--- config.mk ---
export PLATFORM = sky130hd
export DESIGN_NAME = program_counter
export DESIGN_NICKNAME = d
export VERILOG_FILES = /design/src/rtl/pc_pkg.sv /design/src/rtl/program_counter.sv
export SDC_FILE = /design/constraint.sdc
export NUM_CORES = 1
export LEC_CHECK = 0
export CORE_UTILIZATION = 42
export CTS_CLUSTER_SIZE = 16
export DETAILED_ROUTE_END_ITERATION = 6
export GPL_ROUTABILITY_DRIVEN = 0
export GPL_TIMING_DRIVEN = 0
export PLACE_DENSITY = 0.85
export SLEW_MARGIN = 30
export SYNTH_ARGS = -nofsm -noshare
export SYNTH_HDL_FRONTEND = slang
export SYNTH_SLANG_ARGS = --single-unit
--- constraint.sdc ---
create_clock -name clk -period 1.6 [get_ports clk]
set_input_delay 0.32 -clock clk [delete_from_list [all_inputs] [get_ports clk]]
set_output_delay 0.32 -clock clk [all_outputs]
set_load 0.01 [all_outputs]
--- src/rtl/pc_pkg.sv ---
// Shared constants, types and select encoding for the fetch-stage program counter.
`timescale 1ns/1ps
package pc_pkg;

  localparam int unsigned ADDR_W = 16;

  typedef logic [ADDR_W-1:0] addr_t;

  localparam addr_t       RESET_ADDR = 16'h0000;
  localparam int unsigned INCR       = 1;

  typedef enum logic {
    NEXT_INC    = 1'b0,
    NEXT_BRANCH = 1'b1
  } next_sel_e;

endpackage

--- src/rtl/program_counter.sv ---
// Fetch-stage instruction-address register: increments by INCR or loads a branch target.
// Optional PROGRAM_COUNTER_STALL_EN adds a stall input that holds the address.
`timescale 1ns/1ps
module program_counter #(
  parameter int unsigned          ADDR_W     = pc_pkg::ADDR_W,
  parameter logic [ADDR_W-1:0]    RESET_ADDR = pc_pkg::RESET_ADDR,
  parameter int unsigned          INCR       = pc_pkg::INCR
) (
  input  logic              clk,
  input  logic              reset,
`ifdef PROGRAM_COUNTER_STALL_EN
  input  logic              stall,
`endif
  input  logic [ADDR_W-1:0] branch_addr,
  input  logic              sel_next,
  output logic [ADDR_W-1:0] addr_out
);

  import pc_pkg::*;

  localparam logic [ADDR_W-1:0] L_INCR = ADDR_W'(INCR);

  logic [ADDR_W-1:0] r_addr;
  logic [ADDR_W-1:0] w_next;
  next_sel_e         w_sel;

  assign w_sel = next_sel_e'(sel_next);

  // NOTE: w_next is assigned a default before any branching, so no path leaves it unassigned and no latch is inferred.
  always_comb begin
    w_next = r_addr + L_INCR;
    case (w_sel)
      NEXT_BRANCH: w_next = branch_addr;
      default:     w_next = r_addr + L_INCR;
    endcase
`ifdef PROGRAM_COUNTER_STALL_EN
    if (stall) w_next = r_addr;
`endif
  end

  // NOTE: state is updated with non-blocking assignments so every register samples pre-edge values.
  always_ff @(posedge clk or posedge reset) begin
    if (reset) r_addr <= RESET_ADDR;
    else       r_addr <= w_next;
  end

  assign addr_out = r_addr;

endmodule

==> reports/metrics.cfg <==
[run_status]
status=finished, violations left
failed_checks=negative setup slack

[grt]
grt_usage=0.205
globalRouteOverflowTotal=0
grt_pass1_vias=744
antenna_found_initial=0
grt_pass1_wl_mm=3.22
grt_max_degree=17

[logic_synthesis]
ys_dominant_reg_cell=dfrtp_1
synthTopCellsByArea=dfrtp_1 (46%), xnor2_1 (10%), nand2_1 (7.3%)
syn_avg_cell_area_um2=9.61
yosysTopAreaCell=dfrtp_1
netlist_instances=91
yosys.area.top_type_share=0.458
synth_cell_type_count=17
ys_ff_latch=16
async_reset_ff_frac=1.00
syn-num-nets=111
ys_warn_count=0
syn_area_um2=875
synth_sequential_area_ratio=0.458
synth_edf_count=0

[timing]
maxSlewHeadroom=0.590
setup_slack_ns=-0.0168
final-max-slew-violation-count=0
worst_clock_skew_ns=0.00178
fin_crit_sh=1.01
tns_ns=-0.0168
max_clock_freq_mhz=618
period_minus_slack_ns=1.62
tightest_slew_ns=0.614
setup_viol=1
hold_violations=0
rsz0062_at_grt=true

[cts]
cts.sinks=16
clkLatencyLatePin_ns=0.27
clkTransAtPathRegs_ns=0.09
ctsHoldBuffers=0
htree_levels=1
cts_buffer_depth=2
cts_made_buffers=3
cts_tree=done
root_buffer=clkbuf_4

[floorplan]
core-area_um2=1960
die-width_um=47.6
rows=16
die_y_um=47.6
dieArea_um2=2270
io_pins=35
initial_core_util=0.446

[finish]
final_cell_mix=clkdlybuf4s50_1 (26), nand2_1 (17), buf_4 (13)
antenna_cells=0
fillCellCount=162
largest_reg_flops=16
final_common_cell=clkdlybuf4s50_1
drive_gt1_frac=0.221
design_area_um2=1390
layout.nets=162
syn_to_final_growth_pct=58.4

[critical_path]
cp-start-kind=register
cp.required_ns=1.75
critPathMaxFanout=5
endpoint_kind=register
path_class=reg2reg
critPathArrivalTime_ns=1.76

[route]
drt_iter0_drc=8
routedWlPerCell_um=13.4
drt-pass1-iter-count=4
avgViaCountPerCell=4.96
drt_wl_total_mm=2.24
vias=829
remaining_drc_errors=0
drt.antenna.violating_nets=0

[placement]
postPlaceCellArea_um2=1240
port_buffers=33
post-place-ws_ns=0.0155
hpwl_mm=1.58

[pwr]
ir_drop_mv=0.556
p_clk_frac=0.195
p_comb_frac=0.320
leakage_nw=0.603
internal-power_w=0.000733
power.switching_w=0.000309
switching_share=0.297
power_density_nw_per_um2=752
p_seq_frac=0.485

[min_path]
hold_class=in2async

[run]
cap_violations=0

==> cells in the mapped netlist, drive strengths merged (4+ instances only) <==
cell type  instances
dfrtp             16
xor2               4
nor4               5
inv                4
nand3              5
xnor2             10
nand4              4
o21ai             13
nand2             17
==> per-layer routing <==
metal	track usage	wire length (µm)	up-vias
li1	-	-	412
met1	0.248	934	390
met2	0.378	1180	25
met3	0.0453	111	2
met4	0.0333	17	0
met5	0	0	-
==> worst max-delay path, stage by stage (launching register included) <==
cell	delay, ns
dfrtp_1	0.43
ha_2	0.24
nand4_2	0.20
nor3_1	0.34
xnor2_1	0.18
o21ai_1	0.10
==> cell type report <==
type / count / area, µm² / area share
Multi-Input combinational cell: 68 / 459 / 0.332
Timing Repair Buffer: 46 / 438 / 0.316
Sequential cell: 16 / 405 / 0.293
Tap cell: 27 / 33.8 / 0.0244
Clock buffer: 3 / 22.5 / 0.0163
Inverter: 4 / 15.0 / 0.0108
Buffer: 3 / 11.3 / 0.00813
==> final timing paths <==
check | from | to | slack (ns) | cells after the start
setup / recovery | addr_out[1] | addr_out[8] | -0.02 | 5
hold / removal | reset | addr_out[4] | 0.42 | 2
setup reg to reg | addr_out[1] | addr_out[8] | -0.02 | 5
hold reg to reg | addr_out[14] | addr_out[14] | 0.62 | 2
max in group asynchronous | reset | addr_out[2] | 0.75 | 2
min in group clk | sel_next | addr_out[0] | 0.45 | 3
==> power groups by stage <==
| stage | sequential (W) | combinational [W] | clock (W) |
|---|---|---|---|
| 2_1_floorplan | 0.000532 | 0.000108 | 0 |
| 3_3_place_gp | 0.000518 | 0.000275 | 0 |
| 3_5_place_dp | 0.000521 | 0.000282 | 0 |
| 4_1_cts | 0.000507 | 0.000308 | 0.000214 |
| 5_1_grt | 0.000512 | 0.000364 | 0.000234 |
| 6_report | 0.000505 | 0.000334 | 0.000203 |
==> kinds of logic (layout without fill, tap and decap cells) <==
group           after synthesis  in the layout  synth area share
compound gates               13             13            0.0744
xor+xnor                     14             14             0.140
fa+ha+maj                     1              1            0.0143
buf+inv                       7             56            0.0300
flops                        16             16             0.458
mux                           3              3            0.0386
simple gates                 37             37             0.245
==> timing repair <==
action                                  4_1_cts  5_1_grt
setup buffers                                 6        7
resized for setup                             6        7
pin swaps                                     0        3
gates cloned                                  0        0
endpoints found under the setup margin       11       11
==> through the flow <==
stage                util  cells  power, W  hold WS (ns)
finish              0.706    167   0.00104         0.415
global placement    0.631    151  0.000792         0.560
detailed placement  0.631    151  0.000803         0.569
floorplan               -     91  0.000640         0.234
global route        0.706    167   0.00111         0.449
CTS                 0.667    160   0.00103         0.425
(Power assumes the default switching activity.)
